`config.mk`:
```
export PLATFORM = sky130hd
export DESIGN_NAME = segasys1_hiscore_seq
export DESIGN_NICKNAME = d
export VERILOG_FILES = /design/src/rtl/segasys1_hiscore_seq.sv
export SDC_FILE = /design/constraint.sdc
export NUM_CORES = 1
export LEC_CHECK = 0
export BUFFER_PORTS_ARGS = -buffer_cell sky130_fd_sc_hd__buf_2
export CORE_UTILIZATION = 58
export DETAILED_ROUTE_END_ITERATION = 16
export PLACE_DENSITY_LB_ADDON = 0.25
export SYNTH_ARGS = -nofsm -noshare
export SYNTH_HDL_FRONTEND = slang
export SYNTH_SLANG_ARGS = --single-unit
```
`constraint.sdc`:
```
create_clock -name clk48M -period 6.79 [get_ports clk48M]
set_clock_uncertainty 0.05 [all_clocks]
set_input_delay 1.358 -clock clk48M [delete_from_list [all_inputs] [get_ports clk48M]]
set_output_delay 1.358 -clock clk48M [all_outputs]
set_load 0.01 [all_outputs]
```
`src/rtl/segasys1_hiscore_seq.sv`:
```
// Hiscore table sequencer for the System 1 core.
// Pauses the core on a VBLK rising edge and then walks the programmed address
// regions. It either streams core RAM bytes out (save) or writes streamed bytes
// into core RAM (load) through the HSAD/HSDI/HSWE/HSDO port.
`timescale 1ns/1ps
module segasys1_hiscore_seq #(
    parameter int NREG   = 4,
    parameter int RDLAT  = 2,
    parameter int SETTLE = 3
) (
    input  logic                    clk48M,
    input  logic                    reset_n,
    input  logic                    cfg_we,
    input  logic [$clog2(NREG)-1:0] cfg_idx,
    input  logic [15:0]             cfg_base,
    input  logic [8:0]              cfg_len,
    input  logic                    start_save,
    input  logic                    start_load,
    input  logic                    abort,
    input  logic                    vblank,
    output logic                    busy,
    output logic                    done,
    output logic                    err,
    output logic                    pause_req,
    output logic [15:0]             hs_addr,
    output logic [7:0]              hs_wdata,
    output logic                    hs_we,
    input  logic [7:0]              hs_rdata,
    output logic [7:0]              so_data,
    output logic                    so_valid,
    input  logic                    so_ready,
    input  logic [7:0]              si_data,
    input  logic                    si_valid,
    output logic                    si_ready
);
    localparam int IW = $clog2(NREG);
    localparam logic [IW:0] REG_END     = (IW+1)'(NREG);
    localparam logic [IW:0] REG_LAST    = (IW+1)'(NREG - 1);
    localparam logic [IW:0] REG_ONE     = (IW+1)'(1);
    localparam logic [7:0]  SETTLE_LAST = 8'(SETTLE - 1);
    localparam logic [7:0]  RDLAT_LAST  = 8'(RDLAT - 1);

    typedef enum logic [3:0] {
        S_IDLE, S_WAITVB, S_SETTLE, S_NEXTREG, S_RD_ADDR,
        S_RD_WAIT, S_RD_OUT, S_WR, S_FINISH
    } state_t;

    state_t       state_q, state_d;
    logic [IW:0]  reg_q, reg_d;
    logic [7:0]   off_q, off_d;
    logic [7:0]   cnt_q, cnt_d;
    logic         dir_save_q, err_q, pause_q, vb_q, so_valid_q;
    logic [7:0]   so_data_q;
    logic [15:0]  base_q [NREG];
    logic [8:0]   len_q  [NREG];

    logic [IW-1:0] ridx;
    logic [15:0]   base_cur;
    logic [8:0]    len_cur;
    logic          reg_end, last_byte, vb_rise, settle_last, rdwait_last, step_byte;

    assign ridx        = reg_q[IW-1:0];
    assign base_cur    = base_q[ridx];
    assign len_cur     = len_q[ridx];
    assign reg_end     = (reg_q == REG_END);
    assign last_byte   = ({1'b0, off_q} == (len_cur - 9'd1));
    assign vb_rise     = vblank & ~vb_q;
    assign settle_last = (cnt_q == SETTLE_LAST);
    assign rdwait_last = (cnt_q == RDLAT_LAST);
    assign step_byte   = ((state_q == S_RD_OUT) && so_ready) || ((state_q == S_WR) && si_valid);

    // State register plus the walk counters (settle/read wait, region, offset).
    always_ff @(posedge clk48M or negedge reset_n) begin
        if (!reset_n) begin
            state_q <= S_IDLE;
            reg_q   <= '0;
            off_q   <= '0;
            cnt_q   <= '0;
        end else begin
            state_q <= state_d;
            reg_q   <= reg_d;
            off_q   <= off_d;
            cnt_q   <= cnt_d;
        end
    end

    // Next-state logic; abort overrides everything outside IDLE.
    always_comb begin
        state_d = state_q;
        if (state_q != S_IDLE && abort) begin
            state_d = S_IDLE;
        end else begin
            case (state_q)
                S_IDLE:    if (start_save || start_load) state_d = S_WAITVB;
                S_WAITVB:  if (vb_rise) state_d = S_SETTLE;
                S_SETTLE:  if (settle_last) state_d = S_NEXTREG;
                S_NEXTREG: begin
                    if (reg_end) begin
                        state_d = S_FINISH;
                    end else if (len_cur == 9'd0) begin
                        // Skipping the last descriptor ends the walk directly, so a
                        // disabled table spends exactly NREG cycles here.
                        if (reg_q == REG_LAST) state_d = S_FINISH;
                    end else begin
                        state_d = dir_save_q ? S_RD_ADDR : S_WR;
                    end
                end
                S_RD_ADDR: state_d = S_RD_WAIT;
                S_RD_WAIT: if (rdwait_last) state_d = S_RD_OUT;
                S_RD_OUT:  if (so_ready) state_d = last_byte ? S_NEXTREG : S_RD_ADDR;
                S_WR:      if (si_valid) state_d = last_byte ? S_NEXTREG : S_WR;
                S_FINISH:  state_d = S_IDLE;
                default:   state_d = S_IDLE;
            endcase
        end
    end

    // Counter, region index and byte offset updates.
    always_comb begin
        cnt_d = cnt_q;
        reg_d = reg_q;
        off_d = off_q;
        case (state_q)
            S_WAITVB:  cnt_d = '0;
            S_SETTLE: begin
                cnt_d = cnt_q + 8'd1;
                if (settle_last) begin
                    reg_d = '0;
                    off_d = '0;
                end
            end
            S_NEXTREG: if (!reg_end && len_cur == 9'd0) reg_d = reg_q + REG_ONE;
            S_RD_ADDR: cnt_d = '0;
            S_RD_WAIT: cnt_d = cnt_q + 8'd1;
            default:   ;
        endcase
        if (step_byte) begin
            if (last_byte) begin
                reg_d = reg_q + REG_ONE;
                off_d = '0;
            end else begin
                off_d = off_q + 8'd1;
            end
        end
    end

    // Control flags and the save-stream output register.
    always_ff @(posedge clk48M or negedge reset_n) begin
        if (!reset_n) begin
            dir_save_q <= 1'b0;
            err_q      <= 1'b0;
            pause_q    <= 1'b0;
            vb_q       <= 1'b0;
            so_valid_q <= 1'b0;
            so_data_q  <= '0;
        end else begin
            vb_q <= vblank;
            if (state_q != S_IDLE && abort) begin
                pause_q    <= 1'b0;
                so_valid_q <= 1'b0;
                err_q      <= 1'b1;
            end else begin
                if (state_q == S_IDLE && (start_save || start_load)) begin
                    dir_save_q <= start_save;
                    err_q      <= 1'b0;
                end
                if (state_q == S_WAITVB && vb_rise) pause_q <= 1'b1;
                if (state_q == S_FINISH) pause_q <= 1'b0;
                if (state_q == S_RD_WAIT && rdwait_last) begin
                    so_valid_q <= 1'b1;
                    so_data_q  <= hs_rdata;
                end
                if (state_q == S_RD_OUT && so_ready) so_valid_q <= 1'b0;
            end
        end
    end

    // Descriptor table, writable only while idle.
    always_ff @(posedge clk48M or negedge reset_n) begin
        if (!reset_n) begin
            for (int i = 0; i < NREG; i++) begin
                base_q[i] <= '0;
                len_q[i]  <= '0;
            end
        end else if (state_q == S_IDLE && cfg_we) begin
            base_q[cfg_idx] <= cfg_base;
            len_q[cfg_idx]  <= cfg_len;
        end
    end

    // Output decode from state.
    always_comb begin
        busy     = (state_q != S_IDLE);
        done     = (state_q == S_FINISH);
        si_ready = (state_q == S_WR);
        hs_we    = (state_q == S_WR) && si_valid;
        hs_wdata = (state_q == S_WR) ? si_data : 8'h00;
        hs_addr  = base_cur + {8'h00, off_q};
    end

    assign pause_req = pause_q;
    assign err       = err_q;
    assign so_valid  = so_valid_q;
    assign so_data   = so_data_q;
endmodule

```
Yosys cells after proc, flatten, opt, wreduce, memory -nomap -nowiden
Cells that the tools add are included.
W data, S select, Z words.
{ "op_classes": {"n_addsub": 5, "multipliers": 0, "div_mod_pow": 0, "order_cmp": 3, "n_eq_ne": 20, "shift": 0, "muxes": 45, "n_bitwise": 5, "n_reduce_logical": 27} }
{ "op_table": {"columns": ["operator", "n"], "rows": [
  ["$bwmux W64", 1],
  ["$mux W16", 3],
  ["$mux W4", 10],
  ["$mux W8", 5],
  ["$bwmux W36", 1],
  ["$bmux W16 S2", 1],
  ["$demux W16 S2", 1],
  ["$pmux W4 S8", 1],
  ["$mux W9", 3],
  ["$bmux W9 S2", 1],
  ["$demux W9 S2", 1],
  ["$mux W3", 6],
  ["$add A16 B8 Y16", 1],
  ["$add A8 B1 Y8 const B", 2],
  ["$eq A4 B3 Y1 const B", 4],
  ["$pmux W8 S2", 1],
  ["$ne A3 B3 Y1 const B", 4],
  ["$eq A8 B9 Y1", 1],
  ["$logic_and A1 B1 Y1", 9],
  ["$logic_not A9 Y1", 1],
  ["$sub A9 B1 Y9 const B", 1],
  ["$eq A4 B2 Y1 const B", 2],
  ["$eq A8 B1 Y1 const B", 1],
  ["$eq A8 B2 Y1 const B", 1],
  ["other kinds (24)", 43]
]} }
{ "totals": {"ff_bits": 136, "latchBits": 0, "ram_bits": 0, "rom_bits": 0, "input_bits": 52, "n_memories": 0} }

Depth between registers and ports, before layout
Gate-level depths: netlist (run 1).
{ "logic_depth": {"ltp_word": 10, "ltp_mapped": 15, "depth_no_buf": 12} }

Least setup slack after synthesis (run 1)
OpenSTA, ideal clock, no wires.
{ "synth_timing": {"kind": "reg-to-output", "startpoint": "register reg_q[0]", "endpoint": "output hs_addr[12]", "arrival_ns": 4.062, "t_required_ns": 5.382, "slack_ns": 1.320, "stages_incl_launch_ff": 16, "n_path_buf": 3, "path_cell_list": "dfrtp_1 > buf_6 > buf_1 > clkbuf_1 > mux4_2 > ha_1 > inv_1 > fa_1 > nor2b_1 > o21ai_0 > a21boi_0 > o21ai_0 > a21oi_1 > o311ai_0 > nor2_1 > xor2_1"} }
{ "synth_via": {"elab_chain_len": 5} }
{ "synth_rtl": {"columns": ["element", "line_no", "rtl"], "rows": [
  ["start, declared", "49", "logic [IW:0] reg_q, reg_d;"],
  ["start signal, assigned", "81", "reg_q <= reg_d;"],
  ["$not A2 Y3 (implied by the code)", "63", "assign base_cur = base_q[ridx];"],
  ["$bmux W16 S2", "63", null],
  ["$mux W16 (implied by the code) (2 in a row)", "63", null],
  ["$add A16 B8 Y16", "198", "hs_addr = base_cur + {8'h00, off_q};"],
  ["end, declared", "25", "output logic [15:0] hs_addr,"]
]} }
Every way passes these cells. The select of a mux whose other input is x is not followed.

Worst setup path in the final report (run 1)
{ "layout_timing": {"startpoint": "register reg_q[0]", "endpoint": "output hs_addr[14]"} }
Same word-level chain as after synthesis.

==> impl_results.md, run 1 <==
- Count of cell types in the netlist: 54
- PwrDens: 472.5 mW/mm^2
- RSZ-0062 raised after global routing: no
- Post-route ant nets: 0
- Buffers added on ports: 90
- Crit Path Max Fanout: 29
- Gpl congestion: 0.7825
- Fmax: 166.5 MHz
- Avg WL per Cell: 17.95 um
- Worst R2R Path Depth: 10
- R2R setup slack: 2.38 ns
- Post-Synthesis Cells: 588
- Final Hold Fails: 0
- FFs w/ async S/R, synth: 100.0%
- Worst setup EP type: primary output
- CP startpoint kind: flip-flop
- Yosys top cell area share: 47.92%
- Hold Path Cell Cnt: 1
- Hpwl dp: 10030 um
- CP Data Required Time: 5.38 ns
- Initial antenna violation count: 0
- Worst Max-Slew Pin Slew: 0.9491 ns
- Area grow syn2layout: 16.79%
- Fin nets: 747
- Post-route setup TNS: 0 ns
- Main combinational cell family by area after synthesis: multiplexers
- Final setup fails: 0
- Vias in the first global route: 5153
- Area contributors post-synth: dfrtp_1, mux2_2, mux4_2
- Worst min path class: reg -> reg
- Syn nets: 658
- DRC viols: 0
- Setup CP Type: reg -> out
- Drt first pass iters: 4
- Drt total wl: 15020 um
- Vias: 4964
- CTS max path bufs: 2
- Adder-cell area share of the yosys netlist: 3.277%
- Post-CTS Resized: 0
- Slew HR: 36.15%
- TritonCTS Buffers: 17
- Status: complete, no violations
- Peak VDD IR: 0.0003385 V
- Slew Viols, Final: 0
- Worst path arrival time: 4.60 ns
- Largest net degree at the start of global routing: 75
- Row cnt: 40
- Clk root buf: clkbuf_16
- Post-synth EDFFs: 0
- Yosys reg bits: 136
- Post-synthesis sequential area ratio: 47.92%
- Clock slew at reported path FFs: 0.06 ns
- Post-Synth Simple-Gate Area: 11.10%
- Share of cells above drive strength 1: 39.28%
- Fillers: 862
- Die Width: 112.7 um
- Tot Pwr: 3.919 mW
- H-tree depth: 4
- Mapped Area: 0.007102 sq mm
- CORE AREA: 0.01196 sq mm
- Hold Buf Count CTS: 0
- Gr ovfl total: 0
- Synth Flop Type: dfrtp_1
- Vias/cell: 5.931
- Global-route wire length before repair: 25300 um
- Gr usage total: 25.97%
- First DRT Iteration DRCs: 379
- Avg Cell Area, Syn: 12.08 sq um
- Die Height: 112.7 um
- Die area: 0.01269 sq mm
- Initial core utilization: 59.37%
- Clock sinks: 136
- Diode count: 0
- I/O pin total: 91
- Min Tclk post-route: 6.004 ns
- Mux cell area share after synthesis: 25.63%
- Compound-gate portion of the synthesized area: 6.254%
- Worst-skew pair later-pin latency: 0.43 ns
- Post-CTS Setup Bufs: 0
- Synth Area in XOR/XNOR: 3.083%
- Yosys Warn Count: 0
- Area leader, netlist: dfrtp_1
- Max Cap Viol: 0
- CTS tree: built
- Final Cycle Share: 88.43%
- Cell leakage power: 3.782 nW
-- layout make-up --
type | count | area, sq um | share of cell area [%]
timing repair buffer | 97 | 505.5 | 6.094
clock inverter | 15 | 190.2 | 2.293
clock buffer | 17 | 425.4 | 5.129
multi-input combinational | 405 | 3510 | 42.31
sequential | 136 | 3405 | 41.05
inverter | 20 | 75.07 | 0.9051
tap | 147 | 183.9 | 2.218
-- through the flow --
stage / setup slack, ns / instance area, sq um / hold WS (ns) / utilization (%) / instances
finish: 0.7858 / 8294 / 0.4481 / 69.34 / 837
global route: 0.3712 / 8294 / 0.4566 / 69.34 / 837
CTS: 0.7230 / 8294 / 0.4531 / 69.34 / 837
detailed placement: 1.245 / 7679 / 0.4401 / 64.19 / 805
global placement: 1.270 / 7679 / 0.4319 / 64.19 / 805
floorplan: 1.320 / 7102 / 0.4176 / - / 588
-- path summary, 6_finish.rpt --
kind | startpoint | end
setup / recovery | reg_q[0] | hs_addr[14]
hold / removal | so_data[3] | so_data[3]
setup reg to reg | reg_q[0] | reg_q[0]
hold reg to reg | so_data[3] | so_data[3]
max in group asynchronous | reset_n | reg_q[0]
min in group asynchronous | reset_n | cnt_q[3]
-- kinds of logic after synthesis --
group	after synthesis
xor gates and xnor gates	25
buffers and inverters	47
and+or+nand+nor	156
AOI/OAI and AO/OA	69
muxes	137
adders and majority gates	18
DFF	136
-- state kept, by name, summed over array words and instances, names as in the netlist --
register and cells:
base_q 64, len_q 36, cnt_q 8, off_q 8, so_data 8, state_q 4
reg_q 3, dir_save_q 1, err 1, pause_req 1, so_valid 1, vb_q 1
-- where the power goes --
group          leakage, nW  total, mW  switching [mW]  internal, mW
Clock                0.293      0.960           0.374         0.586
Combinational         1.82       1.53           0.700         0.832
Sequential            1.67       1.43           0.265          1.16
Total                 3.78       3.92            1.34          2.58
-- cell usage in the layout, fill, tap and decap left out, types with 4 or more instances in the layout --
master,count
inv_6,5
clkbuf_16,17
nor2_1,28
mux2_2,109
xnor2_1,14
o21ai_0,27
nand4_1,5
nand3_1,14
mux4_2,25
dfrtp_1,135
nor4_1,4
nor3_1,16
buf_2,89
a21oi_1,10
and3_1,7
and2_1,10
inv_1,20
nand2_1,42
xor2_1,11
nand2b_1,13
buf_4,8
ha_1,17
-- layer usage --
metal | GRT usage [%] | share of wire [%]
met1 | 30.83 | 41
met2 | 45.56 | 53
met3 | 6.479 | 4.7
met4 | 9.867 | 1.4
met5 | 0 | 0
-- critical path, cell delays in order, from the launching register on --
cell	delay, ns
dfrtp_2	0.96
mux4_2	0.60
ha_1	0.21
inv_1	0.07
fa_1	0.20
nor2b_1	0.06
o21ai_0	0.21
a21boi_0	0.15
o21ai_0	0.24
a21oi_1	0.13
o311ai_0	0.82
nor2_1	0.15
xor2_1	0.18
buf_2	0.15
-- cell usage after synthesis (11+ instances only) --
library cell,number
dfrtp_1,136
mux2_2,109
nand2b_1,13
nand3_1,14
o21ai_0,27
nor2_1,28
xor2_1,11
nand2_1,42
clkbuf_1,19
ha_1,17
inv_1,20
xnor2_1,14
mux4_2,25
nor3_1,17
(Power assumes the default switching activity.)
==> run 2, diff against run 1 <==
Settings changed: CORE_UTILIZATION 58 to 32.
Clock period 6.79 ns to 7.7 ns, I/O delays scaled along.
==> run 2 against run 1 <==
Effect of this change: sequential power shrank 14%; non-clock buffer count is the same; combinational power shrank 8%; clock-buffer cell count grew 1; largest power group unchanged; hold slack gained 0.0016 ns; first-iteration DRC count shrank 40%; critical path type unchanged; die area grew 80%; cell area grew 1.8%.
==> impl_results.md, run 2 (same netlist as run 1, synthesis figures left out) <==
- Status: complete, no violations
- First DRT Iteration DRCs: 229
- TritonCTS Buffers: 17
- Row cnt: 54
- Clk root buf: clkbuf_16
- Final setup fails: 0
- Slew Viols, Final: 0
- Gpl congestion: 0.7672
- RSZ-0062 raised after global routing: no
- Hold Buf Count CTS: 0
- CORE AREA: 0.02182 sq mm
- I/O pin total: 91
- Largest net degree at the start of global routing: 70
- Worst setup path endpoint: hs_addr[14]
- Crit-path cells: mux4_2, ha_1, inv_1, fa_1, nor2b_1, o21ai_0, a21boi_0, o21ai_0, a21oi_1, o311ai_0, nor2_1, xor2_1, buf_2
- Worst hold slack: 0.4497 ns
- CP bufs+invs: 2
- CP Data Required Time: 6.11 ns
- Worst min path class: reg -> reg
- Buffers added on ports: 90
- Worst Max-Slew Pin Slew: 0.9655 ns
- Worst path arrival time: 4.08 ns
- Worst setup EP type: primary output
- Global-route wire length before repair: 27180 um
- Vias: 4944
- CTS max path bufs: 2
- Drt total wl: 16460 um
- Slew HR: 35.10%
- Sequential share of power: 35.5%
- Min Tclk post-route: 5.667 ns
- Setup CP Type: reg -> out
- CP startpoint kind: flip-flop
- Post-route setup TNS: 0 ns
- Avg WL per Cell: 16.97 um
- Worst R2R Path Depth: 11
- Drt first pass iters: 4
- Clock slew at reported path FFs: 0.07 ns
- Most frequent cells in the layout: dfrtp_1, mux2_2, buf_2
- Clk pwr share: 23.8%
- Die Width: 151.0 um
- Peak VDD IR: 0.0001691 V
- R2R setup slack: 3.25 ns
- Cell leakage power: 3.778 nW
- Clock sinks: 136
- Vias in the first global route: 5158
- Most used cell, CP: o21ai_0
- Initial core utilization: 32.54%
- Area grow syn2layout: 18.92%
- Final Hold Fails: 0
- Commonest non-fill, non-tap cell in the layout: dfrtp_1
- Post-CTS Resized: 0
- H-tree depth: 4
- Worst-skew pair later-pin latency: 0.42 ns
- Design area: 0.008446 sq mm
- Crit path from: reg_q[0]
- Post-route ant nets: 0
- Post-place instance area: 0.007848 sq mm
- Top delay family on crit path: compound AO/OA/AOI/OAI gates
- Post-CTS Setup Bufs: 0
- Critical Path Max Stage Delay: 0.75 ns
- Top flop regs: base_q (64), len_q (36)
- Die area: 0.02279 sq mm
- Fmax: 176.5 MHz
- Vias/cell: 5.097
- Worst R2R End: reg_q[0]
- DRC viols: 0
- CTS tree: built
- Cells after DPL: 938
- Tot Pwr: 3.452 mW
- Slowest cell on crit path: o311ai_0
- Reg with most FFs: base_q
- Non-Filler Instances: 970
- Crit Path Max Fanout: 10
- Int Pwr: 2.227 mW
- Share of cells above drive strength 1: 39.42%
- Gr usage total: 15.65%
- P_sw: 1.224 mW
- Die Height: 151.0 um
- Max Cap Viol: 0
- Initial antenna violation count: 0
- Fin nets: 747
- Gr ovfl total: 0
- Final Cycle Share: 73.59%
- Max FFs per register: 64
- Combinational group share of total power: 40.6%
- Worst r2r src: reg_q[0]
- PwrDens: 408.7 mW/mm^2
- Stages on the worst setup path: 13
- Diode count: 0
- Hpwl dp: 11280 um
- Switching portion of total power: 35.47%
run 2: cell count changes in the layout (fill, tap and decap cells not counted), sizes merged:
cell      previous run  this run
clkbuf              17        18
inv                 26        27
clkinv               3         4
bufinv               3         1
clkinvlp             3         2
run 2: final cells by class:
type                    count  area (sq um)
fillers                  2107         13380
multi-input cells         405          3512
flip-flops and latches    136          3405
repair buffers             97         505.5
clock buffers              18         439.2
well taps                 280         350.3
clock inverters            14         158.9
inverters                  20         75.07
run 2: routing by layer:
layer  GRT usage (%)  part of all wire [%]
met1           19.95                    45
met2           26.08                    48
met3           3.133                   5.1
met4           6.000                   1.8
met5               0                     0
run 2: power groups by stage:
stage | logic [mW] | registers (mW) | clock network [mW]
after global routing | 1.55 | 1.27 | 0.871
after floorplan | 1.09 | 1.15 | 0
final | 1.40 | 1.23 | 0.823
after detailed placement | 1.41 | 1.24 | 0
after CTS | 1.42 | 1.23 | 0.846
after global placement | 1.38 | 1.22 | 0
run 2: how the worst min path moves through the flow:
stage	start	cells past startpoint	end	slack [ns]
after floorplan	dir_save_q	1	dir_save_q	0.42
after global placement	len_q[16]	1	len_q[16]	0.43
after detailed placement	len_q[16]	1	len_q[16]	0.44
after CTS	len_q[16]	1	len_q[16]	0.45
after global routing	len_q[31]	1	len_q[31]	0.46
final	base_q[24]	1	base_q[24]	0.45
run 2: metrics by stage:
stage / util (%) / setup WS (ns)
after floorplan: - / 2.048
after global placement: 35.96 / 2.441
after detailed placement: 35.96 / 2.429
after CTS: 38.70 / 1.923
after global routing: 38.70 / 1.719
final: 38.70 / 2.033
==> run 3, diff against run 2 <==
Clock period 7.7 ns to 5.26 ns, I/O delays scaled along.
==> run 3 against run 2 <==
Effect of this change: hold slack is the same; register-to-register slack lost 2.2 ns; wire length grew 1.5%; combinational power grew 48%; sequential power grew 46%; critical endpoint is now hs_addr[12]; largest cell class unchanged.
==> impl_results.md, run 3 (same netlist as run 1, synthesis figures left out) <==
- Tot Pwr: 4.998 mW
- Worst path arrival time: 3.77 ns
- RSZ-0062 raised after global routing: no
- Commonest non-fill, non-tap cell in the layout: dfrtp_1
- Fin nets: 751
- DRC viols: 0
- Avg WL per Cell: 17.14 um
- Reg with most FFs: base_q
- PwrDens: 591.9 mW/mm^2
- Largest net degree at the start of global routing: 54
- H-tree depth: 4
- Clk root buf: clkbuf_16
- Initial core utilization: 32.54%
- CP Data Required Time: 4.16 ns
- Vias in the first global route: 5200
- CP startpoint kind: flip-flop
- Clock slew at reported path FFs: 0.06 ns
- Cell leakage power: 3.775 nW
- Final Hold Fails: 0
- Initial antenna violation count: 3
- Area grow syn2layout: 18.89%
- Min Tclk post-route: 4.876 ns
- Vias: 4936
- I/O pin total: 91
- Post-CTS Setup Bufs: 0
- Gpl congestion: 0.7791
- Top flop regs: base_q (64), len_q (36)
- Gr usage total: 15.89%
- Vias/cell: 5.063
- TritonCTS Buffers: 17
- Share of cells above drive strength 1: 39.63%
- Slew Viols, Final: 0
- Gr ovfl total: 0
- Drt first pass iters: 4
- Worst min path class: reg -> reg
- Post-route ant nets: 0
- Die Height: 151.0 um
- Buffers added on ports: 90
- Row cnt: 54
- Final core occ: 38.69%
- Hold Buf Count CTS: 0
- Setup CP Type: reg -> out
- Most frequent cells in the layout: dfrtp_1, mux2_2, buf_2
- Crit Path Max Fanout: 8
- CTS max path bufs: 2
- Final setup fails: 0
- Max FFs per register: 64
- Fmax: 205.1 MHz
- Worst setup EP type: primary output
- Slew HR: 40.52%
- CORE AREA: 0.02182 sq mm
- Drt total wl: 16710 um
- Clock sinks: 136
- Final Cycle Share: 92.70%
- Post-CTS Resized: 0
- Die Width: 151.0 um
- Global-route wire length before repair: 27530 um
- Post-route setup TNS: 0 ns
- Worst Max-Slew Pin Slew: 0.8849 ns
- Die area: 0.02279 sq mm
- Status: complete, no violations
- Max Cap Viol: 0
- Hpwl dp: 11660 um
- Worst-skew pair later-pin latency: 0.43 ns
- Peak VDD IR: 0.0003000 V
- CTS tree: built
- First DRT Iteration DRCs: 199
[run 3: changes by cell type in the layout (fill, tap and decap cells not counted)]
cell,delta
buf_4,+4
clkinv_2,+3
clkinvlp_4,+3
inv_8,-3
clkinv_4,-2
clkbuf_1,+1
clkinv_8,-1
diode_2,+1
inv_6,-1
o311ai_0,-1
o311ai_1,+1
[run 3: report_power, final]
part	internal [mW]	switching [mW]
logic	1.08	0.989
registers	1.50	0.289
clock network	0.665	0.470
total	3.25	1.75
[run 3: per-stage QoR]
stage	area (sq um)	std cells	hold WS [ns]	setup WS (ns)
2_1_floorplan	7102	588	0.4176	0.09555
3_3_place_gp	7878	942	0.4313	0.6124
3_5_place_dp	7878	942	0.4405	0.6206
4_1_cts	8441	974	0.4541	0.1285
5_1_grt	8443	975	0.4626	0.06322
6_report	8443	975	0.4497	0.3840
[run 3: area by class of cell]
class / count / area [sq um]
well taps: 280 / 350.3
multi-input cells: 405 / 3512
flip-flops and latches: 136 / 3405
clock buffers: 19 / 442.9
repair buffers: 101 / 535.5
inverters: 20 / 75.07
fillers: 2099 / 13380
diodes: 1 / 2.502
clock inverters: 13 / 120.1
[run 3: layer usage]
| layer | vias to the layer above | part of all wire (%) | GRT usage [%] |
|---|---|---|---|
| li1 | 2323 | - | - |
| met1 | 2483 | 43 | 19.34 |
| met2 | 117 | 51 | 27.27 |
| met3 | 13 | 4.6 | 3.464 |
| met4 | 0 | 0.95 | 6.250 |
| met5 | - | 0 | 0 |
[run 3: path summary, 6_finish.rpt]
| kind | startpoint | end | slack (ns) | depth (start not counted) |
|---|---|---|---|---|
| worst min-delay path | len_q[15] | len_q[15] | 0.45 | 1 |
| worst max-delay path | reg_q[0] | hs_addr[12] | 0.38 | 13 |
| worst max register to register | reg_q[0] | reg_q[0] | 1.06 | 11 |
| min in group asynchronous | reset_n | state_q[1] | 0.62 | 1 |
| worst min register to register | len_q[15] | len_q[15] | 0.45 | 1 |
| max in group asynchronous | reset_n | len_q[26] | 3.52 | 2 |
[run 3: critical path, stage by stage (launching register included)]
cell	delay (ns)
dfrtp_2	0.51
mux4_2	0.53
ha_1	0.22
inv_1	0.07
fa_1	0.20
nor2b_1	0.05
o21ai_0	0.20
a21boi_0	0.15
o21ai_0	0.30
a21oi_1	0.15
o311ai_1	0.54
nor2_1	0.13
xor2_1	0.16
buf_2	0.14
